[src/rtl/spdif_sample_fifo.sv]
// spdif_sample_fifo
//   Stereo sample buffer in front of the spdif transmitter. The core mixer pushes
//   16-bit L/R pairs over a valid/ready handshake. The transmitter receives one pair
//   per sample_req pulse. Playback starts only after PRIME_LEVEL pairs are buffered.
//   An underrun mutes the output, counts the event and re-primes the buffer, so the
//   transmitter always sees a defined sample.
//
// Handshake: a pair is transferred on a rising clk_i edge where in_valid_i and
//   in_ready_o are both 1. in_ready_o depends only on the level register. A producer
//   that sees in_ready_o=0 holds its data until in_ready_o returns to 1.
//
// Ports
//   clk_i, rst_i        clock; asynchronous active-high reset
//   flush_i             synchronous flush: empty the FIFO, return to FILL, mute
//   in_valid_i/ready_o  producer handshake
//   in_l_i, in_r_i      sample pair in
//   sample_req_i        1-cycle pulse from the transmitter
//   audio_l_o/_r_o      registered sample pair out
//   level_o             occupancy, 0..2**DEPTH_LOG2
//   playing_o           1 in RUN (this is the FSM state)
//   underrun_o          saturating underrun counter
module spdif_sample_fifo #(
  parameter int DEPTH_LOG2  = 4,
  parameter int PRIME_LEVEL = 8
) (
  input  logic                  clk_i,
  input  logic                  rst_i,
  input  logic                  flush_i,
  input  logic                  in_valid_i,
  output logic                  in_ready_o,
  input  logic [15:0]           in_l_i,
  input  logic [15:0]           in_r_i,
  input  logic                  sample_req_i,
  output logic [15:0]           audio_l_o,
  output logic [15:0]           audio_r_o,
  output logic [DEPTH_LOG2:0]   level_o,
  output logic                  playing_o,
  output logic [7:0]            underrun_o
);

  localparam int DEPTH = 2 ** DEPTH_LOG2;
  localparam logic [DEPTH_LOG2:0]   FULL_LEVEL  = (DEPTH_LOG2+1)'(DEPTH);
  localparam logic [DEPTH_LOG2:0]   PRIME_LVL   = (DEPTH_LOG2+1)'(PRIME_LEVEL);
  localparam logic [DEPTH_LOG2:0]   LVL_ONE     = (DEPTH_LOG2+1)'(1);
  localparam logic [DEPTH_LOG2-1:0] PTR_ONE     = DEPTH_LOG2'(1);

  localparam logic ST_FILL = 1'b0;
  localparam logic ST_RUN  = 1'b1;

  logic                  state;
  logic [31:0]           mem [DEPTH];
  logic [DEPTH_LOG2-1:0] wr_ptr;
  logic [DEPTH_LOG2-1:0] rd_ptr;
  logic [DEPTH_LOG2:0]   level;
  logic                  push;
  logic                  pop;
  logic                  underrun;

  assign in_ready_o = (level != FULL_LEVEL);
  assign level_o    = level;
  assign playing_o  = (state == ST_RUN);

  // Flush overrides everything. Pop and underrun are judged on the registered
  // level, before this cycle's push is counted.
  assign push     = in_valid_i & in_ready_o & ~flush_i;
  assign pop      = ~flush_i & (state == ST_RUN) & sample_req_i & (level != '0);
  assign underrun = ~flush_i & (state == ST_RUN) & sample_req_i & (level == '0);

  // Storage needs no reset: the pointers and level define which entries are valid.
  always_ff @(posedge clk_i) begin
    if (push) mem[wr_ptr] <= {in_r_i, in_l_i};
  end

  always_ff @(posedge clk_i or posedge rst_i) begin
    if (rst_i) begin
      state      <= ST_FILL;
      wr_ptr     <= '0;
      rd_ptr     <= '0;
      level      <= '0;
      audio_l_o  <= '0;
      audio_r_o  <= '0;
      underrun_o <= '0;
    end else if (flush_i) begin
      // The underrun count is kept across a flush.
      state     <= ST_FILL;
      wr_ptr    <= '0;
      rd_ptr    <= '0;
      level     <= '0;
      audio_l_o <= '0;
      audio_r_o <= '0;
    end else begin
      if (push) wr_ptr <= wr_ptr + PTR_ONE;
      if (pop)  rd_ptr <= rd_ptr + PTR_ONE;

      case ({push, pop})
        2'b10:   level <= level + LVL_ONE;
        2'b01:   level <= level - LVL_ONE;
        default: level <= level;
      endcase

      case (state)
        ST_FILL: begin
          audio_l_o <= '0;
          audio_r_o <= '0;
          // Uses the registered level, so RUN starts the cycle after the
          // priming push.
          if (level >= PRIME_LVL) state <= ST_RUN;
        end
        ST_RUN: begin
          if (pop) begin
            audio_l_o <= mem[rd_ptr][15:0];
            audio_r_o <= mem[rd_ptr][31:16];
          end else if (underrun) begin
            audio_l_o <= '0;
            audio_r_o <= '0;
            state     <= ST_FILL;
            if (underrun_o != 8'hFF) underrun_o <= underrun_o + 8'd1;
          end
        end
        default: state <= ST_FILL;
      endcase
    end
  end

endmodule

[config.mk]
export PLATFORM = sky130hd
export DESIGN_NAME = spdif_sample_fifo
export DESIGN_NICKNAME = d
export VERILOG_FILES = /design/src/rtl/spdif_sample_fifo.sv
export SDC_FILE = /design/constraint.sdc
export NUM_CORES = 1
export LEC_CHECK = 0
export BUFFER_PORTS_ARGS = -buffer_cell sky130_fd_sc_hd__buf_2
export CORE_AREA = 3 3 237 239
export CTS_CLUSTER_SIZE = 16
export DETAILED_ROUTE_END_ITERATION = 16
export DIE_AREA = 0 0 240 242
export GPL_TIMING_DRIVEN = 0
export SYNTH_ARGS = -nofsm -noshare
export SYNTH_HDL_FRONTEND = slang
export SYNTH_SLANG_ARGS = --single-unit
[constraint.sdc]
create_clock -name clk_i -period 4.49 [get_ports clk_i]
set_input_delay 0.449 -clock clk_i [delete_from_list [all_inputs] [get_ports clk_i]]
set_output_delay 0.449 -clock clk_i [all_outputs]
set_load 0.005 [all_outputs]
==> results of run 1 <==
## power by group through the flow
stage               combinational, mW  sequential [mW]  clock [mW]
floorplan                       0.163             5.94           0
global placement                0.308             5.94           0
detailed placement              0.336             5.94           0
CTS                             0.337             5.83        4.82
global route                    0.363             5.83        5.05
finish                          0.327             5.83        4.73
## synth_stat cells (all sizes together) (2+ instances only)
master | number | area [um^2]
a21o | 2 | 15.0
a21oi | 5 | 25.0
a22o | 32 | 280
buf | 21 | 170
clkbuf | 27 | 101
dfrtp | 54 | 1350
edfxtp | 512 | 15400
ha | 8 | 100
inv | 5 | 18.8
mux4 | 160 | 3600
nand2 | 13 | 48.8
nand2b | 3 | 18.8
nand3 | 3 | 15.0
nand3b | 2 | 15.0
nand4 | 3 | 18.8
nor2 | 30 | 113
nor3 | 11 | 60.1
nor3b | 2 | 15.0
o21a | 2 | 15.0
xnor2 | 7 | 61.3
xor2 | 8 | 70.1
## per-layer routing
metal  share of wire (%)  GRT usage [%]
met4                 1.6           3.61
met1                  42           23.8
met2                  51           29.1
met3                 5.9           4.22
met5                0.11              0
## sequential cells by signal, indices dropped and copies added, names as in the netlist
| signal | cells |
|---|---|
| underrun_o | 8 |
| mem | 512 |
| rd_ptr | 4 |
| audio_r_o | 16 |
| playing_o | 1 |
| level_o | 5 |
| audio_l_o | 16 |
| wr_ptr | 4 |
## through the flow
step | setup TNS (ps) | util, %
3_5_place_dp | 0 | 43.5
6_report | 0 | 46.9
3_3_place_gp | -574150 | 42.4
4_1_cts | 0 | 46.9
2_1_floorplan | 0 | -
5_1_grt | 0 | 46.9
## worst max-delay path, delay by kind of cell, from the launching register on
kind | cells | cell delay (ps)
muxes | 2 | 940
DFF | 1 | 360
buffers and inverters | 2 | 1350
AOI/OAI and AO/OA | 1 | 190
## placed cells by master, fill, tap and decap left out, types with 2 or more instances in the layout
cell        synthesis  layout
clkbuf_16           0      59
inv_1               5       4
ha_1                8       8
xnor2_1             7       7
clkinv_1            0       8
nor3_1             10       6
buf_6              11      23
buf_2               4      86
clkinv_2            0       5
nand2b_1            3       3
inv_6               0       2
xor2_1              8       8
clkbuf_8            0       4
nand2_1            13      13
nor2_1             30      18
nor2_4              0      12
bufinv_16           0       4
a22o_1             32      32
buf_12              0       9
nand3_1             3       3
a21o_1              2       2
nand4_1             3       3
buf_4               1       2
mux4_2            160     160
nand3b_1            2       2
clkbuf_1           27      50
dfrtp_1            54      54
buf_16              0       4
buf_1               5       5
a21oi_1             5       4
buf_8               0       3
nor3_2              1       5
clkinvlp_4          0       2
nor3b_1             2       2
edfxtp_1          512     512
o21a_1              2       2
## path summary, 6_finish.rpt
check | to | slack [ps] | startpoint | cells past startpoint
worst max-delay path | audio_l_o[5]$_DFFE_PP0P_ | 1540 | rd_ptr[3]$_DFFE_PP0P_ | 5
worst min-delay path | audio_l_o[12]$_DFFE_PP0P_ | -20 | rst_i | 2
worst max register to register | audio_l_o[5]$_DFFE_PP0P_ | 1540 | rd_ptr[3]$_DFFE_PP0P_ | 5
worst min register to register | underrun_o[4]$_DFFE_PP0P_ | 490 | underrun_o[4]$_DFFE_PP0P_ | 1
max in group asynchronous | rd_ptr[0]$_DFFE_PP0P_ | 3940 | rst_i | 2
min in group clk_i | mem[2][9]$_DFFE_PP_ | 200 | in_l_i[9] | 1
## logic make-up after synthesis
logic type | Yosys count
DFF | 566
muxes | 162
and+or+nand+nor | 74
buffers and inverters | 53
AOI/OAI and AO/OA | 50
xor gates and xnor gates | 15
adders and majority gates | 8
## cell type report
class	instances	share of cell area, %
clock buffers	86	6.38
inverters	5	0.0839
plain buffers	48	1.07
clock inverters	23	0.933
flip-flops and latches	566	66.0
well taps	696	3.43
repair buffers	111	3.50
multi-input cells	309	18.6
==> summary.md, run 1 <==
| Metric | Value |
|---|---|
| Outcome | `complete, but fails checks` |
| Failing checks | `hold timing` |
| Number of distinct library cells after synthesis | `43` |
| Worst-path cell chain | `clkbuf_1, clkbuf_1, mux4_2, mux4_2, a22o_1` |
| Global-route wire length before repair | `73,900 um` |
| Routed via count | `10.1k` |
| Gr usage total | `around 18%` |
| Register bit total from synthesis | `566` |
| Per-cell routed wire length | `approximately 27 um` |
| Compound-Gate Fraction of Synth Area | `about 1.9%` |
| CTS sink cnt | `approximately 570` |
| Initial Util | `between 40% and 50%` |
| CP max FO | `10` |
| Yosys warning total | `0` |
| Skew final | `21.9 ps` |
| Initial antenna violation count | `4` |
| Footprint of the multi-input gates | `4730 um^2` |
| Post-cts resize count | `0` |
| Seq pwr share | `a little over half` |
| Crit start category | `flop` |
| I/O Pins | `84` |
| Setup violations, final | `0` |
| Power Internal | `between 8 and 9 mW` |
| Data arrival, critical path | `~3500 ps` |
| Die Y | `around 240 um` |
| Final hold violations | `16` |
| Clk_lat worst skew | `620 ps` |
| Minimum clock period | `a little under 3000 ps` |
| VDD IR max | `0.000294 V` |
| Comb pwr share | `~3%` |
| Switching pwr | `2.23 mW` |
| Clk pwr share | `~43%` |
| CTS buffer count | `between 50 and 60` |
| Routed WL | `between 40,000 and 50,000 um` |
| Worst-Margin Slew | `around 1200 ps` |
| Syn Nets | `between 900 and 1k` |
| Fin area | `~25,000 um^2` |
| Antenna-violating nets left | `0` |
| Max transition margin | `19.1%` |
| Crit share post-route | `65.7%` |
| Hold slack | `-21.4 ps` |
| PnR worst setup slack | `between 1500 and 2000 ps` |
| Dpl ws | `roughly 1500 ps` |
| Worst Hold Class | `input pin to asynchronous set/reset pin` |
| CP Capture Type | `flop` |
| Fin cells | `1,844` |
| Synth Area in Simple Gates | `1.63%` |
| Sw Ratio | `~20%` |
| Core area | `54,000 um^2` |
| Register area | `about 17,000 um^2` |
| Die area | `around 58,000 um^2` |
| Placement row count | `85` |
| Ys flop type | `edfxtp_1` |
| Syn Area/Cell | `about 23 um^2` |
| Placed Instances | `1,735` |
| Drt first pass iters | `5` |
| First DRT Iteration DRCs | `954` |
| F_max | `between 300 and 400 MHz` |
| I/O Buffers | `82` |
| RSZ-0062 raised after global routing | `no` |
| Vias in the first global route | `~11k` |
| Layout cell share with drive strength beyond 1 | `33.6%` |
| Vias per cell | `~5.5` |
| Overall Power | `10.9 mW` |
| Clock Path Buffers | `3` |
| GP Congestion | `between 0.7 and 0.8` |
| H-tree depth | `2` |
| CTS clk-pin slew, worst paths | `around 60 ps` |
| Post-synthesis mux area share | `16.8%` |
| Die W | `roughly 240 um` |
| Sequential-to-total area share from yosys stat | `between 70 and 80%` |
| Setup Fix Bufs, Post-CTS | `0` |
| # fillers | `approximately 4.5k` |
| CTS tree | `done` |
| CP max stage delay | `~740 ps` |
| PwrDens | `429 nW/um^2` |
| Synth Cell Area | `21,600 um^2` |
| Nets | `roughly 1.1k` |
| Area after DPL | `~24,000 um^2` |
| DRC viols | `0` |
| Area grow syn2layout | `17.2%` |
| Global route overflow | `0` |
| Antenna Cells | `0` |
| Pins Over Slew Limit | `0` |
| Post-Syn Instances | `slightly above 900` |
| Max capacitance violation total | `0` |
| Hold-fix buffers, CTS | `0` |
| Crit path kind | `flop to flop` |
| Largest net degree at the start of global routing | `55` |
| Leakage | `slightly above 8 nW` |
| HPWL Detailed | `just over 30,000 um` |
| CP Data Required Time | `4990 ps` |
| Clock root buffer | `clkbuf_16` |
| Share of flip-flops with an asynchronous set or reset | `about a tenth` |
| CP max stage cell | `clkbuf_1` |
| Largest family of logic cells by synthesized area | `multiplexers` |
| XOR/XNOR share of the synthesized area | `0.607%` |
| Number of enable flip-flop cells after synthesis | `~500` |
| Post-Synth Adder-Cell Area | `0.463%` |
Power figures use the tool's default switching activity.
==> run 2, diff against run 1 <==
==> constraint.sdc (replaced) <==
create_clock -name clk_i -period 3.1 [get_ports clk_i]
set_input_delay 0.31 -clock clk_i [delete_from_list [all_inputs] [get_ports clk_i]]
set_output_delay 0.31 -clock clk_i [all_outputs]
set_load 0.005 [all_outputs]
==> summary.md, run 2 (synthesized netlist as in run 1, its figures left out) <==
| Metric | Value |
|---|---|
| Footprint of the multi-input gates | `about 4700 um^2` |
| Worst-path cell chain | `nor3_2, a21boi_1, clkbuf_1, nor2_1, xor2_1, ha_1, or4_1, a21o_1, a21oi_1` |
| Routed WL | `about 50,000 um` |
| Drt first pass iters | `7` |
| CTS clk-pin slew, worst paths | `around 60 ps` |
| Die area | `58,100 um^2` |
| HPWL Detailed | `between 30,000 and 40,000 um` |
| Crit start category | `flop` |
| CTS tree | `done` |
| Routed via count | `approximately 10k` |
| DRC viols | `0` |
| Most common cell after layout, fill and taps aside | `edfxtp_1` |
| Nets | `approximately 1.1k` |
| CP Capture Type | `flop` |
| H-tree depth | `2` |
| Layout cell share with drive strength beyond 1 | `around a third` |
| Vias in the first global route | `~11k` |
| Data arrival, critical path | `roughly 3300 ps` |
| Regs by FF count | `mem: 512 flops, audio_l_o: 16 flops, audio_r_o: 16 flops` |
| Leakage | `between 8 and 9 nW` |
| Outcome | `complete, but fails checks` |
| CP max stage delay | `540 ps` |
| Die Y | `between 200 and 250 um` |
| Fin cells | `around 1.8k` |
| I/O Pins | `84` |
| CTS buffer count | `57` |
| Clk_lat worst skew | `about 610 ps` |
| Failing checks | `capacitance limit, slew limit` |
| Initial Util | `around two fifths` |
| CP Data Required Time | `around 3600 ps` |
| Register area | `approximately 17,000 um^2` |
| Max capacitance violation total | `1` |
| Setup Fix Bufs, Post-CTS | `0` |
| First DRT Iteration DRCs | `876` |
| Fin area | `~25,000 um^2` |
| Worst-Margin Slew | `around 1500 ps` |
| Placed Instances | `approximately 1.7k` |
| CP max stage cell | `or4_1` |
| Top reg by flops | `mem` |
| Crit path kind | `flop to flop` |
| PnR worst setup slack | `~330 ps` |
| Initial antenna violation count | `4` |
| RSZ-0062 raised after global routing | `no` |
| CP max FO | `10` |
| # fillers | `roughly 4.4k` |
| I/O Buffers | `a little over 80` |
| Max reg flops | `512` |
| Dpl ws | `about 47 ps` |
| Core area | `54,000 um^2` |
| VDD IR max | `between 0.0004 and 0.0005 V` |
| Die W | `240 um` |
| Final hold violations | `0` |
| PwrDens | `~620 nW/um^2` |
| Worst Hold Class | `input pin to flop` |
| CTS sink cnt | `approximately 570` |
| Global route overflow | `0` |
| Hold slack | `73.5 ps` |
| Area grow syn2layout | `17.2%` |
| Pins Over Slew Limit | `6` |
| Minimum clock period | `between 2000 and 3000 ps` |
| Overall Power | `between 15 and 20 mW` |
| Clock Path Buffers | `3` |
| GP Congestion | `around 0.7` |
| Setup violations, final | `0` |
| Largest net degree at the start of global routing | `55` |
| Clock root buffer | `clkbuf_16` |
| Vias per cell | `between 5 and 6` |
| Antenna-violating nets left | `0` |
| Most frequent cells in the layout | `edfxtp_1 (512), mux4_2 (160), buf_2 (86)` |
| Max transition margin | `-1.18%` |
| R2r setup slk | `~330 ps` |
| Placement row count | `85` |
| Crit share post-route | `89.3%` |
| F_max | `~360 MHz` |
| Area after DPL | `23,500 um^2` |
| Per-cell routed wire length | `about 27 um` |
| Global-route wire length before repair | `~73,000 um` |
| Skew final | `13.1 ps` |
| Gr usage total | `around 18%` |
-- run 2: area by class of cell --
cell class	instances	area share, %
flip-flops and latches	566	66.0
multi-input cells	309	18.7
clock buffers	80	6.25
well taps	696	3.44
repair buffers	105	3.40
plain buffers	48	1.08
clock inverters	26	1.04
inverters	5	0.0839
diodes	2	0.0197
-- run 2: per-stage QoR --
stage | setup TNS (ps) | util [%]
floorplan | 0 | -
global placement | -879120 | 42.4
detailed placement | 0 | 43.5
CTS | 0 | 46.9
global route | 0 | 46.9
finish | 0 | 46.9
-- run 2: power breakdown --
part | switching, mW | internal, mW
registers | 0.0455 | 8.40
clock network | 2.88 | 3.90
logic | 0.287 | 0.198
-- run 2: worst paths after layout --
check	from	end	cells past startpoint
worst max-delay path	level_o[0]$_DFFE_PP0P_	level_o[2]$_DFFE_PP0P_	9
max in group asynchronous	rst_i	audio_l_o[0]$_DFFE_PP0P_	3
worst min-delay path	in_l_i[5]	mem[3][5]$_DFFE_PP_	1
worst min register to register	audio_r_o[3]$_DFFE_PP0P_	audio_r_o[3]$_DFFE_PP0P_	1
worst max register to register	level_o[0]$_DFFE_PP0P_	level_o[2]$_DFFE_PP0P_	9
min in group asynchronous	rst_i	audio_r_o[4]$_DFFE_PP0P_	3
-- run 2: critical path: cells and delay by family, from the launching register on --
kind / cells / cell delay, ps
fa+ha+maj: 1 / 230
flops: 1 / 470
simple gates: 3 / 1170
buf+inv: 1 / 270
xor+xnor: 1 / 100
compound gates: 3 / 450
-- run 2: timing repair --
action	4_1_cts	5_1_grt
endpoints found under the setup margin	0	3
endpoints found under the hold margin	54	0
resized for setup	0	3
hold buffers	1	0
-- run 2: routing by layer --
metal | up-vias | part of all wire (%) | wire length, um | track usage [%]
met4 | 4 | 2.3 | 1130 | 4.95
met1 | 5501 | 42 | 20900 | 24.2
met2 | 288 | 50 | 24800 | 28.6
met3 | 81 | 6.2 | 3080 | 3.40
li1 | 4285 | - | - | -
met5 | - | 0.050 | 25 | 0
==> run 3, diff against run 2 <==
--- a/config.mk
+++ b/config.mk
@@ -11,6 +11,8 @@
 export DETAILED_ROUTE_END_ITERATION = 16
 export DIE_AREA = 0 0 240 242
 export GPL_TIMING_DRIVEN = 0
+export RECOVER_POWER = 25
+export SETUP_SLACK_MARGIN = 0.3
 export SYNTH_ARGS = -nofsm -noshare
 export SYNTH_HDL_FRONTEND = slang
 export SYNTH_SLANG_ARGS = --single-unit
==> constraint.sdc (replaced) <==
create_clock -name clk_i -period 3.45 [get_ports clk_i]
set_input_delay 0.345 -clock clk_i [delete_from_list [all_inputs] [get_ports clk_i]]
set_output_delay 0.345 -clock clk_i [all_outputs]
set_load 0.005 [all_outputs]
==> summary.md, run 3 (synthesized netlist as in run 1, its figures left out) <==
| Metric | Value |
|---|---|
| Routing usage on met2 | `between 20% and 30%` |
| VDD IR max | `roughly 0.00040 V` |
| Worst-path cell chain | `clkbuf_1, clkbuf_1, mux4_2, mux4_2, a22o_1` |
| Vias in the first global route | `10.7k` |
| Gr usage total | `17.5%` |
| Most frequent cells in the layout | `edfxtp_1 (512), mux4_2 (160), clkbuf_1 (67)` |
| Die W | `240 um` |
| Crit-path leading delay family | `buffers and inverters` |
| Setup_tns | `0 ps` |
| Fin cells | `approximately 1.8k` |
| CP Capture Type | `flop` |
| Routed via count | `approximately 10k` |
| Dpl ws | `approximately 400 ps` |
| CTS clk-pin slew, worst paths | `60 ps` |
| Leakage | `8.07 nW` |
| PwrDens | `about 560 nW/um^2` |
| Seq pwr share | `between 50% and 60%` |
| Regs by FF count | `mem: 512 flops, audio_l_o: 16 flops, audio_r_o: 16 flops` |
| Nets | `between 1k and 1.5k` |
| RSZ-0062 raised after global routing | `no` |
| CP max stage delay | `830 ps` |
| Minimum clock period | `3060 ps` |
| Drt first pass iters | `5` |
| Pins Over Slew Limit | `6` |
| Die Y | `approximately 240 um` |
| Fin area | `~25,000 um^2` |
| GP Congestion | `0.707` |
| CTS tree | `done` |
| Antenna-violating nets left | `0` |
| PnR worst setup slack | `between 300 and 400 ps` |
| Sw Ratio | `20.4%` |
| Switching pwr | `2.89 mW` |
| HPWL Detailed | `30,700 um` |
| Placement row count | `between 80 and 90` |
| Initial Util | `between 40% and 50%` |
| Register area | `16,700 um^2` |
| Crit share post-route | `between 80 and 90%` |
| Core area | `54,000 um^2` |
| Top reg by flops | `mem` |
| I/O Buffers | `a little over 80` |
| Max capacitance violation total | `1` |
| Met1 GRT Util | `24.2%` |
| CTS buffer count | `57` |
| Final core occ | `46.9%` |
| CP Data Required Time | `approximately 4000 ps` |
| First DRT Iteration DRCs | `a little over 900` |
| Worst Hold Class | `input pin to flop` |
| Crit path kind | `flop to flop` |
| Crit start category | `flop` |
| Post-cts resize count | `0` |
| Failing checks | `capacitance limit, slew limit` |
| Footprint of the multi-input gates | `about 4700 um^2` |
| Comb pwr share | `3.1%` |
| Clock Path Buffers | `3` |
| Worst-Margin Slew | `1520 ps` |
| Area grow syn2layout | `17.1%` |
| Skew final | `12.1 ps` |
| I/O Pins | `84` |
| Hold slack | `115 ps` |
| Worst Path Buf+Inv | `2` |
| DRC viols | `0` |
| # fillers | `4,433` |
| CP max FO | `10` |
| Die area | `between 50,000 and 60,000 um^2` |
| Data arrival, critical path | `3560 ps` |
| Routed WL | `about 50,000 um` |
| CP max stage cell | `clkbuf_1` |
| M3 GR Usage | `~3.4%` |
| Clk pwr share | `a little over two fifths` |
| Global-route wire length before repair | `73,500 um` |
| Outcome | `complete, but fails checks` |
| Setup Fix Bufs, Post-CTS | `0` |
| Layout cell share with drive strength beyond 1 | `around a third` |
| Overall Power | `roughly 14 mW` |
| Max transition margin | `-1.24%` |
| Placed Instances | `about 1.7k` |
| Most common cell after layout, fill and taps aside | `edfxtp_1` |
| F_max | `between 300 and 400 MHz` |
| GR peak layer | `met2` |
| Final hold violations | `0` |
| Global route overflow | `0` |
| Setup violations, final | `0` |
| Clock root buffer | `clkbuf_16` |
| Largest net degree at the start of global routing | `55` |
| Area after DPL | `approximately 23,000 um^2` |
| Initial antenna violation count | `4` |
| Power Internal | `~11 mW` |
| Hold-fix buffers, CTS | `1` |
| Clk_lat worst skew | `620 ps` |
| CTS sink cnt | `566` |
| Max reg flops | `512` |
| Vias per cell | `around 5.5` |
| H-tree depth | `2` |
| Per-cell routed wire length | `27.2 um` |
-- run 3: cell types whose count changed in the layout (fill, tap and decap cells not counted), sizes merged --
cell	previous run	this run
clkbuf	107	130
buf	125	102
-- run 3: layer usage --
metal / part of all wire, % / wire, um
met2: 50 / 24800
met5: 0.048 / 24
met4: 2.2 / 1100
met1: 42 / 20900
met3: 6.2 / 3080
-- run 3: cell type report --
| class | instances | share of cell area (%) |
|---|---|---|
| Antenna cell | 2 | 0.0198 |
| Sequential cell | 566 | 66.1 |
| Clock buffer | 80 | 6.26 |
| Multi-Input combinational cell | 309 | 18.8 |
| Inverter | 5 | 0.0840 |
| Tap cell | 696 | 3.44 |
| Timing Repair Buffer | 105 | 3.29 |
| Buffer | 48 | 1.07 |
| Clock inverter | 26 | 1.04 |
-- run 3: worst paths after layout --
path                                                from                        to  slack, ps  cells after the start
min in group asynchronous                          rst_i  audio_r_o[4]$_DFFE_PP0P_        480                      3
worst min-delay path                           in_l_i[7]      mem[13][7]$_DFFE_PP_        110                      1
worst max register to register     rd_ptr[3]$_DFFE_PP0P_  audio_l_o[5]$_DFFE_PP0P_        390                      5
worst min register to register  audio_r_o[3]$_DFFE_PP0P_  audio_r_o[3]$_DFFE_PP0P_        500                      1
max in group asynchronous                          rst_i     rd_ptr[3]$_DFFE_PP0P_       2410                      3
worst max-delay path               rd_ptr[3]$_DFFE_PP0P_  audio_l_o[5]$_DFFE_PP0P_        390                      5
-- run 3: worst register-to-register path, cell delays in order, from the launching register on --
cell      delay (ps)
dfrtp_1          360
clkbuf_1         590
clkbuf_1         830
mux4_2           430
mux4_2           540
a22o_1           200
-- run 3: power by group through the flow --
stage               logic (mW)  clock network [mW]  registers [mW]
floorplan                0.213                   0            7.73
global placement         0.402                   0            7.73
detailed placement       0.444                   0            7.73
CTS                      0.446                6.22            7.59
global route             0.478                6.49            7.59
finish                   0.432                6.09            7.59
